--- src/rtl/line_cmd_scheduler.sv ---
// line_cmd_scheduler
// Command sequencer for the oblique line-drawing engine. Line-segment
// commands from the drawing front-end are queued in a small FIFO. Each one
// is normalised so that it runs left-to-right, loaded onto the engine
// coordinate outputs and started with a one-cycle pulse. The sequencer then
// waits for the engine to report completion, under a watchdog.
//
// Ports:
//   clk          system clock, all logic on the rising edge
//   reset        synchronous active-low reset (0 = reset)
//   flush        empties the FIFO and abandons the current draw
//   cmd_valid    command offer from the front-end
//   cmd_ready    FIFO can accept a command (count < DEPTH)
//   cmd_x0/y0    segment start point
//   cmd_x1/y1    segment end point
//   x_offset/y_offset/x_final/y_final   normalised engine coordinates
//   start_mark   one-cycle engine start pulse
//   done_mark    engine completion (level or pulse), sampled only in WAIT
//   busy         sequencer active or FIFO non-empty
//   fifo_count   FIFO occupancy
//   lines_done   completed-line counter (wraps)
//   timeout_err  sticky watchdog flag
//   clear_err    clears timeout_err
module line_cmd_scheduler #(
  parameter int DEPTH          = 4,
  parameter int TIMEOUT_CYCLES = 200000
) (
  input  logic                       clk,
  input  logic                       reset,
  input  logic                       flush,
  input  logic                       cmd_valid,
  output logic                       cmd_ready,
  input  logic [10:0]                cmd_x0,
  input  logic [9:0]                 cmd_y0,
  input  logic [10:0]                cmd_x1,
  input  logic [9:0]                 cmd_y1,
  output logic [10:0]                x_offset,
  output logic [9:0]                 y_offset,
  output logic [10:0]                x_final,
  output logic [9:0]                 y_final,
  output logic                       start_mark,
  input  logic                       done_mark,
  output logic                       busy,
  output logic [$clog2(DEPTH):0]     fifo_count,
  output logic [15:0]                lines_done,
  output logic                       timeout_err,
  input  logic                       clear_err
);

  localparam int AW = $clog2(DEPTH);
  localparam int CW = AW + 1;
  localparam int WW = $clog2(TIMEOUT_CYCLES) + 1;
  localparam logic [CW-1:0] FULL_COUNT = CW'(DEPTH);
  localparam logic [WW-1:0] WD_LAST    = WW'(TIMEOUT_CYCLES - 1);

  typedef enum logic [1:0] {
    IDLE  = 2'd0,
    LOAD  = 2'd1,
    START = 2'd2,
    WAIT  = 2'd3
  } state_t;

  state_t          state_r;
  logic [41:0]     mem_r [DEPTH];
  logic [AW-1:0]   wr_ptr_r;
  logic [AW-1:0]   rd_ptr_r;
  logic [CW-1:0]   count_r;
  logic [WW-1:0]   wdog_r;

  logic            push_s;
  logic            pop_s;
  logic            done_s;
  logic            timeout_s;
  logic [41:0]     head_s;
  logic [10:0]     norm_x0_s;
  logic [9:0]      norm_y0_s;
  logic [10:0]     norm_x1_s;
  logic [9:0]      norm_y1_s;

  // Handshake and status are combinational from the occupancy and state.
  assign cmd_ready  = (count_r < FULL_COUNT);
  assign busy       = (state_r != IDLE) || (count_r != {CW{1'b0}});
  assign fifo_count = count_r;

  // A push in a flush cycle is discarded; the head is only consumed in LOAD.
  assign push_s    = cmd_valid && cmd_ready && !flush;
  assign pop_s     = (state_r == LOAD) && !flush;
  // Completion beats a watchdog expiry landing on the same cycle.
  assign done_s    = (state_r == WAIT) && done_mark && !flush;
  assign timeout_s = (state_r == WAIT) && !done_mark && !flush && (wdog_r == WD_LAST);

  assign head_s = mem_r[rd_ptr_r];

  // Normalise the head command so the engine always draws left-to-right.
  always_comb begin
    norm_x0_s = head_s[41:31];
    norm_y0_s = head_s[30:21];
    norm_x1_s = head_s[20:10];
    norm_y1_s = head_s[9:0];
    if (head_s[20:10] < head_s[41:31]) begin
      norm_x0_s = head_s[20:10];
      norm_y0_s = head_s[9:0];
      norm_x1_s = head_s[41:31];
      norm_y1_s = head_s[30:21];
    end else begin
      norm_x0_s = head_s[41:31];
      norm_y0_s = head_s[30:21];
      norm_x1_s = head_s[20:10];
      norm_y1_s = head_s[9:0];
    end
  end

  // Command storage; entries are kept exactly as offered.
  always_ff @(posedge clk) begin
    if (reset && push_s) begin
      mem_r[wr_ptr_r] <= {cmd_x0, cmd_y0, cmd_x1, cmd_y1};
    end
  end

  // FIFO pointers and occupancy.
  always_ff @(posedge clk) begin
    if (!reset) begin
      wr_ptr_r <= {AW{1'b0}};
      rd_ptr_r <= {AW{1'b0}};
      count_r  <= {CW{1'b0}};
    end else if (flush) begin
      wr_ptr_r <= {AW{1'b0}};
      rd_ptr_r <= {AW{1'b0}};
      count_r  <= {CW{1'b0}};
    end else begin
      if (push_s) begin
        wr_ptr_r <= wr_ptr_r + AW'(1);
      end
      if (pop_s) begin
        rd_ptr_r <= rd_ptr_r + AW'(1);
      end
      case ({push_s, pop_s})
        2'b10:   count_r <= count_r + CW'(1);
        2'b01:   count_r <= count_r - CW'(1);
        default: count_r <= count_r;
      endcase
    end
  end

  // Sequencer FSM with registered engine outputs, watchdog and counters.
  always_ff @(posedge clk) begin
    if (!reset) begin
      state_r     <= IDLE;
      x_offset    <= 11'd0;
      y_offset    <= 10'd0;
      x_final     <= 11'd0;
      y_final     <= 10'd0;
      start_mark  <= 1'b0;
      wdog_r      <= {WW{1'b0}};
      lines_done  <= 16'd0;
      timeout_err <= 1'b0;
    end else begin
      if (flush) begin
        // Coordinates deliberately hold their last values.
        state_r    <= IDLE;
        start_mark <= 1'b0;
        wdog_r     <= {WW{1'b0}};
      end else begin
        case (state_r)
          IDLE: begin
            start_mark <= 1'b0;
            if (count_r != {CW{1'b0}}) begin
              state_r <= LOAD;
            end
          end
          LOAD: begin
            x_offset   <= norm_x0_s;
            y_offset   <= norm_y0_s;
            x_final    <= norm_x1_s;
            y_final    <= norm_y1_s;
            // Raised here so the pulse coincides with the START cycle.
            start_mark <= 1'b1;
            state_r    <= START;
          end
          START: begin
            start_mark <= 1'b0;
            wdog_r     <= {WW{1'b0}};
            state_r    <= WAIT;
          end
          WAIT: begin
            start_mark <= 1'b0;
            if (done_s || timeout_s) begin
              state_r <= IDLE;
            end else begin
              wdog_r <= wdog_r + WW'(1);
            end
          end
          default: begin
            start_mark <= 1'b0;
            state_r    <= IDLE;
          end
        endcase
      end

      if (done_s) begin
        lines_done <= lines_done + 16'd1;
      end

      // A watchdog expiry in the same cycle as clear_err keeps the flag set.
      if (timeout_s) begin
        timeout_err <= 1'b1;
      end else if (clear_err) begin
        timeout_err <= 1'b0;
      end
    end
  end

endmodule
--- config.mk ---
export PLATFORM = sky130hd
export DESIGN_NAME = line_cmd_scheduler
export DESIGN_NICKNAME = d
export VERILOG_FILES = /design/src/rtl/line_cmd_scheduler.sv
export SDC_FILE = /design/constraint.sdc
export NUM_CORES = 1
export LEC_CHECK = 0
export ABC_CLOCK_PERIOD_IN_PS = 4500
export CORE_MARGIN = 3
export CORE_UTILIZATION = 50
export DETAILED_ROUTE_END_ITERATION = 7
export PLACE_DENSITY = 0.69
export SETUP_SLACK_MARGIN = 0.1
export SYNTH_ARGS = -nofsm -noshare
export SYNTH_HDL_FRONTEND = slang
export SYNTH_SLANG_ARGS = --single-unit
export TNS_END_PERCENT = 20
--- constraint.sdc ---
create_clock -name clk -period 4.5 [get_ports clk]
set_input_delay 0.9 -clock clk [delete_from_list [all_inputs] [get_ports clk]]
set_output_delay 0.9 -clock clk [all_outputs]
set_load 0.05 [all_outputs]
==> impl_metrics.csv <==
group,metric,value,unit
clock_network,clockBufferDepth,3,
sta,max_freq,0.2770,GHz
global_routing,grt_pass1_vias,6327,
clock_network,clock_latency,540,ps
synthesis,synth.area.mux_share,11.34,%
synthesis,synthDistinctLibCells,49,
synthesis,synth-main-ff-cell,"edfxtp_1",
clock_network,cts_buffers,27,
layout,final_util,62.26,%
global_routing,track_usage,19.09,%
synthesis,synth_xor_area_share,2.340,%
placement,hpwl,14350,um
sta,worstMarginPinSlew,1047,ps
pwr,total_leakage_power,4.276,nW
synthesis,synth.top_cell.area_share,48.14,%
die,start_util,51.30,%
placement,portBuffers,112,
sta,fin_skew,5.703,ps
detailed_routing,totalWireLength,21830,um
layout,area_growth,21.36,%
pwr,total_power,4.917,mW
worst_setup_path,path_cells,"buf_4 -> mux4_2 -> inv_1 -> ha_1 -> nand4_1 -> nor3_1 -> o2111ai_1 -> o211ai_1 -> buf_4 -> mux2i_1 -> a21oi_1",
detailed_routing,drcViolationCount,0,
global_routing,gr-total-overflow,0,
clock_network,cts_setup_buffers,0,
sta,rsz0062_at_grt,"no",
synthesis,ys_ff_latch,258,
synthesis,synth_area_leaders,"edfxtp_1 48%, dfxtp_1 17%, mux4_2 9.0%, ha_1 2.7%, o21ai_0 2.2%",
worst_setup_path,crit_fanout,54,
sta,maxSlewViolCount,0,
sta,finalHoldViolCount,0,
clock_network,ctsResizeCount,0,
detailed_routing,antenna_left,0,
sta,setup_viol,0,
synthesis,seq_area_frac_synth,65.33,%
synthesis,synth_edf_count,168,
synthesis,syn-num-nets,810,
worst_setup_path,cp-end-kind,"flip-flop",
sta,tns,0,ps
global_routing,grt_max_degree,66,
pwr,ir_drop,252.4,uV
worst_hold_path,hold_class,"reg -> reg",
worst_setup_path,path_class,"reg -> reg",
synthesis,synthCells,738,
worst_setup_path,worst_path_max_delay_cell,"dfxtp_2",
sta,finalCriticalPeriod,3611,ps
run_status,status,"finished clean",
worst_setup_path,cp_top_family,"buffers and inverters",
layout,register_area,6849,um^2
die,die_area,22730,um^2
clock_network,clock-sinks,258,
layout,multiInputGateArea,3356,um^2
worst_setup_path,crit_top_cell,"buf_4",
synthesis,synth-simple-area-share,7.939,%
worst_hold_path,hold_path_depth,2,
clock_network,hold_buffers,0,
worst_setup_path,ff2ff_path_depth,11,
sta,period_share,80.23,%
detailed_routing,vias,6378,
worst_setup_path,cp.required,4890,ps
worst_setup_path,path_buf_inv,3,
detailed_routing,drtPass1Iterations,5,
clock_network,cts_tree,"yes",
synthesis,synth_compound_area_share,7.390,%
synthesis,synth_fa_ha_area_share,2.937,%
die,die_h,150.8,um
worst_setup_path,critPathMaxStageDelay,600,ps
die,core,20430,um^2
global_routing,grt_first_pass_wirelength,34170,um
worst_setup_path,arrival,4000,ps
detailed_routing,avgViaCountPerCell,5.595,
detailed_routing,wl_per_cell,19.14,um
synthesis,synthArstFlopShare,0,%
die,die_w,150.8,um
synthesis,synth_top_area_cell,"edfxtp_1",
synthesis,syn_avg_cell_area,14.20,um^2
clock_network,htreeDepth,1,
die,num_io_pins,113,
global_routing,antenna_found_initial,0,
placement,routabilityCongestion,0.8026,
clock_network,cts.clk_slew.worst_paths,60,ps
layout,fin_nets,921,
worst_setup_path,startpoint_type,"flip-flop",
job,cap_violations,0,
synthesis,synth_top_family_by_area,"multiplexers",
worst_setup_path,path_depth,11,
layout,fillCellCount,1512,
synthesis,yosys_warnings,0,
clock_network,root_buffer,"clkbuf_16",
layout,drive_gt1_share,12.53,%
layout,diodes,0,
die,rows,52,
detailed_routing,drtIter0Drc,427,
pwr,power_density,386.6,nW/um^2
sta,slew_headroom,30.03,%
synthesis,synth_area,10480,um^2
## through the flow
stage,setup slack [ps],hold slack [ps],instances,cell area [um^2]
5_1_grt,536.0,537.2,1140,12720
4_1_cts,876.3,511.5,1140,12720
3_5_place_dp,836.7,500.7,1090,11860
6_report,889.4,511.1,1140,12720
3_3_place_gp,942.4,485.0,1090,11860
2_1_floorplan,1190,471.4,738,10480
## state kept, by name, indices dropped and copies added (netlist names), named ones only
name	flops
fifo_count	3
lines_done	16
mem_r	168
rd_ptr_r	2
start_mark	1
state_r	2
timeout_err	1
wdog_r	19
wr_ptr_r	2
x_final	11
x_offset	11
y_final	10
y_offset	10
## synth_stat cells (2+ instances only)
master / instances
nand3_1: 14
nand2b_1: 4
or4_1: 2
mux4_2: 42
xnor2_1: 21
a21oi_1: 32
a211oi_1: 27
dfxtp_1: 90
inv_1: 27
buf_4: 2
nor2_1: 51
and2_1: 14
o211ai_1: 2
a21o_1: 3
nor4_1: 3
edfxtp_1: 168
clkbuf_1: 33
a2111oi_0: 3
xor2_1: 7
a21boi_0: 3
ha_1: 23
and3_1: 9
buf_2: 6
or3_1: 6
o21ai_0: 47
nor2b_1: 3
nor3_1: 24
nand2_1: 20
nor3b_1: 4
nand4_1: 8
mux2i_1: 22
## final timing paths
kind	from	to	slack, ps
worst max-delay path	flip-flop	y_offset[9]	890
worst min-delay path	wdog_r[3]	wdog_r[3]	510
worst max register to register	flip-flop	y_offset[9]	890
worst min register to register	wdog_r[3]	wdog_r[3]	510
## final cells by class
class                           instances  share of cell area, %
Clock buffer                           41                  6.276
Clock inverter                          9                 0.4919
Inverter                               27                 0.7969
Multi-Input combinational cell        410                  26.38
Sequential cell                       258                  53.85
Tap cell                              270                  2.656
Timing Repair Buffer                  125                  9.543
## power by group
part | switching, mW | leakage, nW | internal (mW)
registers | 0.0118 | 2.24 | 2.55
logic | 0.151 | 1.61 | 0.102
clock network | 0.879 | 0.422 | 1.23
total | 1.04 | 4.28 | 3.88
## placed cells by master (no fill, tap or decap), types with 4 or more instances in the layout
master	netlist	final
ha_1	23	23
clkbuf_1	33	7
clkbuf_8	0	7
o21ai_0	47	47
and2_1	14	14
xnor2_1	21	21
nor2_1	51	51
clkdlybuf4s50_1	0	111
or3_1	6	6
and3_2	0	4
a211oi_1	27	27
clkbuf_16	0	27
a21oi_1	32	32
nor3_1	24	24
nand4_1	8	8
nand2_1	20	20
xor2_1	7	7
dfxtp_1	90	88
mux2i_1	22	22
edfxtp_1	168	168
inv_1	27	26
buf_4	2	13
and3_1	9	5
nor3b_1	4	4
nand3_1	14	14
mux4_2	42	42
## cell families (layout without fill, tap and decap cells)
family | after synthesis | count (layout)
DFF | 258 | 258
adders and majority gates | 24 | 24
and+or+nand+nor | 166 | 166
xor gates and xnor gates | 28 | 28
muxes | 66 | 66
AOI/OAI and AO/OA | 126 | 126
buffers and inverters | 70 | 202
## per-layer routing
layer	vias to the layer above	part of all wire [%]	GRT usage (%)
li1	3007	-	-
met1	3162	46	28.50
met2	181	47	30.16
met3	28	5.7	3.022
met4	0	1.5	3.808
met5	-	0	0
## worst register-to-register path, delay by kind of cell (launching register included)
family | cells | cell delay [ps]
muxes | 2 | 870
AOI/OAI and AO/OA | 3 | 400
and+or+nand+nor | 2 | 430
DFF | 1 | 600
adders and majority gates | 1 | 170
buffers and inverters | 3 | 1000
Note: power is estimated with default switching activity, not from simulation.
